[config.mk]
export PLATFORM = sky130hd
export DESIGN_NAME = uart_rx_flat
export DESIGN_NICKNAME = d
export VERILOG_FILES = /design/src/rtl/uart_rx_if.sv /design/src/rtl/uart_rx.sv /design/src/flat_wrapper.sv
export SDC_FILE = /design/constraint.sdc
export NUM_CORES = 1
export LEC_CHECK = 0
export ABC_AREA = 1
export CAP_MARGIN = 20
export CORE_UTILIZATION = 44
export DETAILED_ROUTE_END_ITERATION = 8
export DONT_BUFFER_PORTS = 1
export GPL_TIMING_DRIVEN = 0
export PLACE_DENSITY = 0.61
export SKIP_LAST_GASP = 1
export SYNTH_ARGS = -nofsm -noshare
export SYNTH_HDL_FRONTEND = slang
export SYNTH_SLANG_ARGS = --single-unit
export TNS_END_PERCENT = 50
[constraint.sdc]
create_clock -name clock -period 1.4 [get_ports clock]
set_input_delay 0.35 -clock clock [delete_from_list [all_inputs] [get_ports clock]]
set_output_delay 0.35 -clock clock [all_outputs]
set_load 0.1 [all_outputs]
[src/rtl/uart_rx_if.sv]
// uart_rx_if: serial line input and received-byte/status outputs of the UART receiver.
// master = the side driving the line (and observing status), slave = the receiver.
interface uart_rx_if;
    logic       rx_in;
    logic [7:0] data_out;
    logic       valid;
    logic       busy;
    logic       frame_err;
    logic       parity_err;

    modport master (output rx_in, input data_out, valid, busy, frame_err, parity_err);
    modport slave  (input rx_in, output data_out, valid, busy, frame_err, parity_err);
endinterface

[src/rtl/uart_rx.sv]
// uart_rx: 8N1 UART receiver with mid-bit sampling, glitch rejection on the start bit,
// framing-error detection and break handling (no re-arm until the line has gone high).
// Optional even parity bit enabled by defining UART_RX_PARITY_EN.
module uart_rx #(
    parameter int CLK_FREQ = 100000000,
    parameter int BAUD     = 9600
) (
    input  logic      clock,
    input  logic      reset,
    uart_rx_if.slave  rx
);
    localparam int CLKS_PER_BIT = CLK_FREQ / BAUD;
    localparam int CW           = (CLKS_PER_BIT > 2) ? $clog2(CLKS_PER_BIT) : 1;
    localparam logic [CW-1:0] BIT_LAST  = CW'(CLKS_PER_BIT - 1);
    localparam logic [CW-1:0] HALF_LAST = CW'(CLKS_PER_BIT / 2 - 1);

    typedef enum logic [2:0] {
        IDLE,
        START,
        DATA,
`ifdef UART_RX_PARITY_EN
        PARITY,
`endif
        STOP
    } state_t;

    logic          sync1_q, sync2_q, prev_q;
    logic          rx_s;
    state_t        state_q, state_d;
    logic [CW-1:0] cnt_q, cnt_d;
    logic [2:0]    idx_q, idx_d;
    logic [7:0]    shift_q, shift_d;
    logic [7:0]    data_q, data_d;
    logic          valid_q, valid_d;
    logic          ferr_q, ferr_d;
    logic          par_bad;
`ifdef UART_RX_PARITY_EN
    logic          par_q, par_d;
    logic          perr_q, perr_d;
`endif

    assign rx_s = sync2_q;

    // Two-flop synchronizer plus a delayed copy for falling-edge detection.
    // prev_q only rises when the line really went high, so a held-low break cannot re-arm.
    always_ff @(posedge clock or negedge reset) begin
        if (!reset) begin
            sync1_q <= 1'b1;
            sync2_q <= 1'b1;
            prev_q  <= 1'b1;
        end else begin
            sync1_q <= rx.rx_in;
            sync2_q <= sync1_q;
            prev_q  <= sync2_q;
        end
    end

    // Receiver state and datapath registers.
    always_ff @(posedge clock or negedge reset) begin
        if (!reset) begin
            state_q <= IDLE;
            cnt_q   <= '0;
            idx_q   <= '0;
            shift_q <= '0;
            data_q  <= '0;
            valid_q <= 1'b0;
            ferr_q  <= 1'b0;
`ifdef UART_RX_PARITY_EN
            par_q   <= 1'b0;
            perr_q  <= 1'b0;
`endif
        end else begin
            state_q <= state_d;
            cnt_q   <= cnt_d;
            idx_q   <= idx_d;
            shift_q <= shift_d;
            data_q  <= data_d;
            valid_q <= valid_d;
            ferr_q  <= ferr_d;
`ifdef UART_RX_PARITY_EN
            par_q   <= par_d;
            perr_q  <= perr_d;
`endif
        end
    end

`ifdef UART_RX_PARITY_EN
    // Even parity: the parity bit must equal the XOR of the data bits.
    assign par_bad = (par_q != ^shift_q);
`else
    assign par_bad = 1'b0;
`endif

    // Next-state and output pulse logic; every sample point is mid-bit.
    always_comb begin
        state_d = state_q;
        cnt_d   = cnt_q;
        idx_d   = idx_q;
        shift_d = shift_q;
        data_d  = data_q;
        valid_d = 1'b0;
        ferr_d  = 1'b0;
`ifdef UART_RX_PARITY_EN
        par_d   = par_q;
        perr_d  = 1'b0;
`endif
        case (state_q)
            IDLE: begin
                cnt_d   = '0;
                idx_d   = '0;
                shift_d = '0;
                if (prev_q && !rx_s) state_d = START;
            end
            START: begin
                if (cnt_q == HALF_LAST) begin
                    cnt_d   = '0;
                    state_d = rx_s ? IDLE : DATA;
                end else begin
                    cnt_d = cnt_q + CW'(1);
                end
            end
            DATA: begin
                if (cnt_q == BIT_LAST) begin
                    cnt_d          = '0;
                    shift_d[idx_q] = rx_s;
                    idx_d          = idx_q + 3'd1;
`ifdef UART_RX_PARITY_EN
                    if (idx_q == 3'd7) state_d = PARITY;
`else
                    if (idx_q == 3'd7) state_d = STOP;
`endif
                end else begin
                    cnt_d = cnt_q + CW'(1);
                end
            end
`ifdef UART_RX_PARITY_EN
            PARITY: begin
                if (cnt_q == BIT_LAST) begin
                    cnt_d   = '0;
                    par_d   = rx_s;
                    state_d = STOP;
                end else begin
                    cnt_d = cnt_q + CW'(1);
                end
            end
`endif
            STOP: begin
                if (cnt_q == BIT_LAST) begin
                    cnt_d   = '0;
                    state_d = IDLE;
                    // A low stop bit wins over a parity mismatch.
                    if (!rx_s) begin
                        ferr_d = 1'b1;
                    end else if (par_bad) begin
`ifdef UART_RX_PARITY_EN
                        perr_d = 1'b1;
`endif
                    end else begin
                        data_d  = shift_q;
                        valid_d = 1'b1;
                    end
                end else begin
                    cnt_d = cnt_q + CW'(1);
                end
            end
            default: state_d = IDLE;
        endcase
    end

    assign rx.data_out  = data_q;
    assign rx.valid     = valid_q;
    assign rx.frame_err = ferr_q;
    assign rx.busy      = (state_q != IDLE);
`ifdef UART_RX_PARITY_EN
    assign rx.parity_err = perr_q;
`else
    assign rx.parity_err = 1'b0;
`endif
endmodule

[src/flat_wrapper.sv]
// flat-port wrapper written by rule: the top's interface ports become plain ports
module uart_rx_flat 
#(
    parameter int CLK_FREQ = 100000000,
    parameter int BAUD     = 9600
)
  (clock, reset, rx_rx_in, rx_data_out, rx_valid, rx_busy, rx_frame_err, rx_parity_err);
  uart_rx_if rx_i ();
  input  logic clock;
  input  logic reset;
  input wire logic [$bits(rx_i.rx_in)-1:0] rx_rx_in;
  output wire logic [$bits(rx_i.data_out)-1:0] rx_data_out;
  output wire logic [$bits(rx_i.valid)-1:0] rx_valid;
  output wire logic [$bits(rx_i.busy)-1:0] rx_busy;
  output wire logic [$bits(rx_i.frame_err)-1:0] rx_frame_err;
  output wire logic [$bits(rx_i.parity_err)-1:0] rx_parity_err;
  assign rx_i.rx_in = rx_rx_in;
  assign rx_data_out = rx_i.data_out;
  assign rx_valid = rx_i.valid;
  assign rx_busy = rx_i.busy;
  assign rx_frame_err = rx_i.frame_err;
  assign rx_parity_err = rx_i.parity_err;
  uart_rx #(.CLK_FREQ(CLK_FREQ), .BAUD(BAUD)) u_core (.clock(clock), .reset(reset), .rx(rx_i));
endmodule
==> flow_summary.ini, run 1 <==
[floorplan]
start_util_pct = 46.8
fp.dieW_um = 70.8
num_io_pins = 15
fp.coreArea_sq_mm = 0.00444
fp.dieH_um = 70.8
row_count = 24
die-area_sq_mm = 0.00501

[run]
maxCapViolCount = 0

[synthesis]
ys_seq_area_share_pct = 48.3
synth-adder-area-share_pct = 1.80
synthSimpleGateAreaFrac_pct = 33.9
synth_edf_count = 0
netlist_instances = 260
synthArstFlopShare_pct = 100
synthMuxAreaShare_pct = 0
synth_top_family_by_area = simple AND/OR/NAND/NOR gates
ys_types = 36
yosysMostFrequentCell = nand2_1
synth_area_leader_cell = dfrtp_1
synthTopCellsByArea = dfrtp_1 (44%), nand2_1 (15%), nor2_1 (5.8%)
synth_xor_area_share_pct = 1.26
synth_common_cells = nand2_1 (81), dfrtp_1 (37), nor2_1 (32)
synth_top_area_share_pct = 44.5
syn_area_sq_mm = 0.00208
synth_compound_area_share_pct = 6.13
syn_avg_cell_area_sq_um = 8.01
synth-seq-cells = 40
synth-main-ff-cell = dfrtp_1
syn_nets = 266
yosysWarnings = 0

[place]
portBuffers = 0
place.gp.congestion = 0.860
dp_cells = 312
hpwlAfterDp_mm = 2.68

[route]
first_pass_iters = 6
vias_per_cell = 5.03
avgRoutedWirePerCell_um = 13.5
first_iter_violations = 107
finalWirelength_mm = 4.57
drc = 0
route.vias.total = 1699
detail-route-antenna-nets = 0

[setup_path]
crit_required_ns = 1.05
reg2reg_slack_ns = -0.05
crit_fanout = 2
critPathArrivalTime_ns = 1.32
crit_type = reg2out
r2r_end = u_core.shift_q[1]$_DFFE_PN0P_
end_kind = output pin
crit_end = rx_busy
reg2reg_depth = 8
startpoint = u_core.state_q[0]$_DFFE_PN0P_
r2r_start = u_core.cnt_q[1]$_DFFE_PN0P_
start_kind = register

[clock_network]
cts_tree = built
clkTransAtPathRegs_ns = 0.08
clockBufferDepth = 2
htree_num_levels = 2
cts_sinks = 40
clk-insertion-delay-late_ns = 0.30
cts-buffers-inserted = 5
root_buffer = clkbuf_8

[global_routing]
grt_overflow = 0
grt_pass1_wl_mm = 7.61
grt_max_degree = 41
grt_pass1_vias = 1644
antenna_found_initial = 0
track_usage_pct = 19.6

[pwr]
peakVddDrop_mv = 0.611
p_leak_nw = 1.32
p_per_area_mw_per_mm2 = 1320

[sta]
worst_clock_skew_ns = 0.00754
finalSetupViolations = 16
period_share_pct = 120
hold_violations = 0
rsz0062_at_grt = true
max_freq_mhz = 597
min_period_ns = 1.67
drv_slew = 0
fin_tns_setup_ns = -0.572
finalWorstSetupSlack_ns = -0.274

[min_path]
hold_path_class = in2reg
hold_depth = 0

[cells_and_area]
stdcell_count = 338
nNetsFinal = 291
final_layout_size_suffix_gt1_share_pct = 33.2
layout-area-overhead-vs-synth_pct = 27.7
antenna_cells = 0
num-fill-cells = 389

[outcome]
violations = negative setup slack
status = finished with violations
[final cells by class]
| class | instances | area (sq um) | area share (%) |
|---|---|---|---|
| flip-flops and latches | 40 | 1020 | 38.4 |
| clock inverters | 3 | 42.5 | 1.60 |
| multi-input cells | 182 | 1120 | 42.1 |
| clock buffers | 5 | 68.8 | 2.59 |
| inverters | 32 | 141 | 5.32 |
| repair buffers | 17 | 150 | 5.65 |
| well taps | 52 | 65.1 | 2.45 |
| plain buffers | 7 | 52.6 | 1.98 |
[layer usage]
layer / vias up / wire (um) / GRT usage [%]
li1: 868 / - / -
met1: 781 / 2140 / 26.6
met2: 45 / 2080 / 30.8
met3: 5 / 283 / 5.13
met4: 0 / 55 / 6.00
met5: - / 0 / 0
[critical path: stages (launching register included)]
cell        delay [ns]
dfrtp_2           0.43
nor2_4            0.16
clkinvlp_4        0.43
[registers in the layout, indices dropped and copies added (netlist names)]
signal,flops
u_core.cnt_q,14
u_core.rx.data_out,8
u_core.shift_q,8
u_core.idx_q,3
u_core.state_q,2
u_core.prev_q,1
u_core.rx.frame_err,1
u_core.rx.valid,1
u_core.rx_s,1
u_core.sync1_q,1
[repair_timing]
item                       CTS  global route
setup endpoints to repair   45            37
hold endpoints to repair    40             0
hold buffers                 2             0
pin swaps                    9            13
gates resized for setup     27            41
cloned                       1             1
setup buffers               10             4
[worst min path at each step]
stage	start	end	slack, ns
finish	rx_rx_in	u_core.sync1_q$_DFF_PN1_	0.04
global route	rx_rx_in	u_core.sync1_q$_DFF_PN1_	0.02
CTS	rx_rx_in	u_core.sync1_q$_DFF_PN1_	0.03
detailed placement	reset	u_core.cnt_q[0]$_DFFE_PN0P_	0.06
global placement	reset	u_core.cnt_q[0]$_DFFE_PN0P_	0.06
floorplan	reset	u_core.cnt_q[0]$_DFFE_PN0P_	0.05
[kinds of logic (layout without fill, tap and decap cells)]
logic type / count (synthesis) / count (layout)
AO/OA/AOI/OAI: 19 / 19
XOR/XNOR: 3 / 3
adder cells (fa/ha/maj): 3 / 3
buffers and inverters: 39 / 64
flip-flops: 40 / 40
other: 1 / 1
AND/OR/NAND/NOR: 155 / 156
[cells in the final DEF (no fill, tap or decap), drive strengths merged, types with 4 or more instances in the layout]
cell type,synthesis,layout
o21ai,5,5
clkbuf,3,8
nand2,85,85
nand4,3,4
o211ai,5,5
a21oi,5,5
buf,4,20
nor2,36,36
nand3,22,22
nor3,8,8
dfrtp,37,37
inv,31,29
[where the power goes]
group | switching, W | total [W] | internal (W)
clock network | 0.000421 | 0.000949 | 0.000527
logic | 0.000805 | 0.00122 | 0.000416
registers | 0.0000962 | 0.00134 | 0.00125
total | 0.00132 | 0.00351 | 0.00219
[through the flow]
step | worst slack [ns] | hold slack, ns | instance area (sq um) | power (W) | util (%)
2_1_floorplan | 0.00239 | 0.0544 | 2090 | 0.00202 | -
3_3_place_gp | -0.177 | 0.0552 | 2160 | 0.00216 | 48.6
3_5_place_dp | -0.218 | 0.0553 | 2160 | 0.00216 | 48.6
4_1_cts | -0.270 | 0.0344 | 2470 | 0.00337 | 55.7
5_1_grt | -0.308 | 0.0246 | 2660 | 0.00370 | 59.8
6_report | -0.274 | 0.0392 | 2660 | 0.00351 | 59.8
Note: power is estimated with default switching activity, not from simulation.
==> run 2: changes to the inputs <==
CORE_MARGIN = 2   (was not set)
CORE_UTILIZATION = 35   (was 44)
CTS_CLUSTER_SIZE = 40   (was not set)
PLACE_DENSITY = 0.51   (was 0.61)
==> flow_summary.ini, run 2 (same netlist as run 1, synthesis figures left out) <==
[floorplan]
start_util_pct = 35.6
fp.coreArea_sq_mm = 0.00585
num_io_pins = 15
fp.dieH_um = 81.1
fp.dieW_um = 81.1
row_count = 28
die-area_sq_mm = 0.00658

[pwr]
p_leak_nw = 1.36
power.internal_w = 0.00205
pwr-share-comb_pct = 35.6
netSwitchingPower_w = 0.00132
peakVddDrop_mv = 0.639
power_frac_seq_pct = 40.1
switching_share_pct = 39.0
p_per_area_mw_per_mm2 = 1250
power_frac_clock_pct = 24.3

[setup_path]
end_kind = output pin
crit_buf_inv = 1
critPathArrivalTime_ns = 1.33
worstPathCellList = nor2_4 -> clkinvlp_4
crit_fanout = 2
crit_path_max_incr_delay_ns = 0.43
start_kind = register
crit_type = reg2out
crit_slowest_cell = dfrtp_2
crit_family = flip-flops
r2r_start = u_core.cnt_q[0]$_DFFE_PN0P_
crit_required_ns = 1.05
startpoint = u_core.state_q[1]$_DFFE_PN0P_

[cells_and_area]
num-fill-cells = 568
fin_util_pct = 46.2
layout-area-overhead-vs-synth_pct = 29.9
largest_reg_flops = 14
antenna_cells = 0
final_cell_mix = nand2_1 (64), inv_1 (25), dfrtp_1 (24)
final_layout_size_suffix_gt1_share_pct = 36.0
layout_commonest_cell = nand2_1
stdcell_count = 361
regArea_sq_mm = 0.00102
multi_input_area_sq_mm = 0.00116
regMostFlops = u_core.cnt_q
nNetsFinal = 291

[clock_network]
clk-insertion-delay-late_ns = 0.30
htree_num_levels = 2
clockBufferDepth = 2
cts_tree = built
cts-buffers-inserted = 5
clkTransAtPathRegs_ns = 0.08
cts_sinks = 40
root_buffer = clkbuf_8

[place]
hpwlAfterDp_mm = 2.81
portBuffers = 0
dp_cells = 335
place.gp.congestion = 0.790

[route]
avgRoutedWirePerCell_um = 12.9
detail-route-antenna-nets = 0
finalWirelength_mm = 4.64
first_iter_violations = 70
route.vias.total = 1711
vias_per_cell = 4.74
drc = 0
first_pass_iters = 4

[run]
maxCapViolCount = 0

[global_routing]
grt_overflow = 0
grt_pass1_wl_mm = 7.47
grt_max_degree = 41
grt_pass1_vias = 1526
track_usage_pct = 14.9
antenna_found_initial = 0

[sta]
worst_clock_skew_ns = 0.00498
holdWs_ns = 0.0427
drv_slew = 0
rsz0062_at_grt = true
finalWorstSetupSlack_ns = -0.275
hold_violations = 0
period_share_pct = 120
finalSetupViolations = 31
max_freq_mhz = 597
min_period_ns = 1.68
fin_tns_setup_ns = -1.51

[min_path]
hold_path_startpoint = rx_rx_in
hold_path_class = in2reg

[outcome]
status = finished with violations
violations = negative setup slack
==> run 2: cell types whose count changed in the layout (fill, tap and decap cells not counted), sizes merged <==
cell	before	now
bufinv	1	0
clkbuf	8	9
clkinvlp	2	1
inv	29	30
==> run 2: worst paths after layout <==
check	slack, ns	end	depth (start not counted)
worst min register to register	0.36	u_core.rx_s$_DFF_PN1_	0
max in group asynchronous	0.63	u_core.prev_q$_DFF_PN1_	2
worst max register to register	-0.07	u_core.shift_q[1]$_DFFE_PN0P_	8
worst min-delay path	0.04	u_core.sync1_q$_DFF_PN1_	0
min in group asynchronous	0.52	u_core.idx_q[1]$_DFFE_PN0P_	2
worst max-delay path	-0.28	rx_busy	2
==> run 2: power groups by stage <==
stage | Sequential, W | Combinational, W | Clock, W
5_1_grt | 0.00136 | 0.00133 | 0.000899
3_3_place_gp | 0.00138 | 0.000790 | 0
6_report | 0.00135 | 0.00120 | 0.000819
4_1_cts | 0.00134 | 0.00108 | 0.000854
2_1_floorplan | 0.00136 | 0.000666 | 0
3_5_place_dp | 0.00138 | 0.000796 | 0
==> run 2: metal layers <==
metal / track usage, % / share of wire [%]
met5: 0 / 0
met4: 6.61 / 2.7
met3: 3.22 / 3.4
met2: 21.1 / 44
met1: 21.8 / 49
==> run 2: repair_timing <==
action	CTS	global route
endpoints found under the hold margin	40	0
hold buffers	2	0
setup endpoints to repair	45	40
buffers inserted	7	7
pin swaps	11	23
gates resized for setup	31	49
cloned	1	1
==> run 2: cell type report <==
type | count | area share, %
multi-input cells | 182 | 42.8
flip-flops and latches | 40 | 37.7
repair buffers | 17 | 5.55
inverters | 32 | 5.04
well taps | 75 | 3.47
clock buffers | 6 | 3.05
plain buffers | 7 | 1.94
clock inverters | 2 | 0.370
==> run 2: per-stage QoR <==
stage / setup WS (ns) / total power (W) / area, sq um
6_report: -0.275 / 0.00337 / 2710
5_1_grt: -0.324 / 0.00359 / 2710
4_1_cts: -0.287 / 0.00327 / 2480
3_5_place_dp: -0.224 / 0.00217 / 2190
3_3_place_gp: -0.183 / 0.00217 / 2190
2_1_floorplan: 0.00239 / 0.00202 / 2090
==> run 3: changes to the inputs <==
PLACE_DENSITY = 0.54   (was 0.51)
==> flow_summary.ini, run 3 (same netlist as run 1, synthesis figures left out) <==
[setup_path]
crit_end = rx_busy
reg2reg_slack_ns = -0.11
crit_required_ns = 1.05
crit_type = reg2out
crit_fanout = 2
reg2reg_depth = 8
critPathArrivalTime_ns = 1.31
r2r_start = u_core.cnt_q[1]$_DFFE_PN0P_
start_kind = register
r2r_end = u_core.shift_q[1]$_DFFE_PN0P_
startpoint = u_core.state_q[1]$_DFFE_PN0P_
end_kind = output pin

[clock_network]
root_buffer = clkbuf_8
cts-buffers-inserted = 5
cts_sinks = 40
htree_num_levels = 2
clk-insertion-delay-late_ns = 0.29
cts_tree = built
clockBufferDepth = 2
clkTransAtPathRegs_ns = 0.08

[floorplan]
start_util_pct = 35.6
fp.dieH_um = 81.1
num_io_pins = 15
fp.dieW_um = 81.1
fp.coreArea_sq_mm = 0.00585
row_count = 28
die-area_sq_mm = 0.00658

[place]
post_dp_cell_area_sq_mm = 0.00219
pre_cts_slack_ns = -0.233
place.gp.congestion = 0.793
portBuffers = 0
hpwlAfterDp_mm = 2.76
dp_cells = 335

[route]
drc = 0
detail-route-antenna-nets = 0
first_pass_iters = 4
finalWirelength_mm = 4.37
vias_per_cell = 4.63
route.vias.total = 1661
avgRoutedWirePerCell_um = 12.2
first_iter_violations = 77

[run]
maxCapViolCount = 0

[global_routing]
grt_pass1_wl_mm = 7.21
track_usage_pct = 14.4
grt_pass1_vias = 1534
antenna_found_initial = 0
grt_max_degree = 41
grt_overflow = 0

[cells_and_area]
final_cell_mix = nand2_1 (67), inv_1 (26), nor2_1 (26)
layout_commonest_cell = nand2_1
stdcell_count = 359
final_layout_size_suffix_gt1_share_pct = 31.0
finalInstanceArea_sq_mm = 0.00258
largest_reg_flops = 14
nNetsFinal = 289
fin_util_pct = 44.1
layout-area-overhead-vs-synth_pct = 24.0
antenna_cells = 0
num-fill-cells = 568
regMostFlops = u_core.cnt_q

[sta]
worst_clock_skew_ns = 0.00944
drv_slew = 0
rsz0062_at_grt = true
finalSetupViolations = 35
hold_violations = 0
min_period_ns = 1.66
max_freq_mhz = 601
finalWorstSetupSlack_ns = -0.264
period_share_pct = 119

[pwr]
p_leak_nw = 1.28
peakVddDrop_mv = 0.478
p_per_area_mw_per_mm2 = 1310
power.total_w = 0.00338

[outcome]
violations = negative setup slack
status = finished with violations

[min_path]
hold_path_class = in2reg
==> run 3: cell count changes in the layout (fill, tap and decap cells not counted), sizes merged <==
cell    before  now
inv         30   29
bufinv       0    1
buf         20   18
==> run 3: worst max-delay path, cell delays in order (launching register included) <==
cell and delay (ns):
dfrtp_2 0.43, nor2_4 0.16, clkinvlp_4 0.43
==> run 3: metal layers <==
layer  share of wire, %  GRT usage, %
met1                 48          19.5
met2                 47          22.4
met3                3.0          3.44
met4                1.4          5.59
met5                  0             0
==> run 3: metrics by stage <==
step	setup TNS (ns)	hold slack [ns]
floorplan	0	0.0544
global placement	-4.80	0.0552
detailed placement	-5.29	0.0550
CTS	-1.20	0.0362
global route	-4.50	0.0264
finish	-1.87	0.0420
==> run 3: cell type report <==
class	instances	area, sq um	area share [%]
Timing Repair Buffer	15	129	4.99
Clock inverter	2	35.0	1.36
Multi-Input combinational cell	182	1040	40.2
Tap cell	75	93.8	3.63
Buffer	7	52.6	2.03
Clock buffer	6	72.6	2.81
Sequential cell	40	1020	39.5
Inverter	32	141	5.47
==> run 3: how the worst min path moves through the flow <==
stage	depth (start not counted)	slack, ns	from	end
after global routing	0	0.03	rx_rx_in	u_core.sync1_q$_DFF_PN1_
after floorplan	0	0.05	reset	u_core.cnt_q[0]$_DFFE_PN0P_
final	0	0.04	rx_rx_in	u_core.sync1_q$_DFF_PN1_
after CTS	0	0.04	rx_rx_in	u_core.sync1_q$_DFF_PN1_
after global placement	0	0.06	reset	u_core.rx.data_out[7]$_DFFE_PN0P_
after detailed placement	0	0.06	reset	u_core.rx.data_out[7]$_DFFE_PN0P_
==> run 3: what timing repair did <==
action | 4_1_cts | 5_1_grt
cloned | 1 | 1
setup buffers | 9 | 3
resized for setup | 33 | 18
hold endpoints to repair | 40 | 0
hold buffers | 2 | 0
endpoints found under the setup margin | 45 | 37
pin swaps | 8 | 13
==> run 3: power breakdown <==
part           internal (W)  leakage [nW]  total [W]  switching, W
clock              0.000529        0.0552   0.000928      0.000399
combinational      0.000388         0.705    0.00111      0.000724
sequential          0.00125         0.519    0.00134     0.0000965
total               0.00216          1.28    0.00338       0.00122
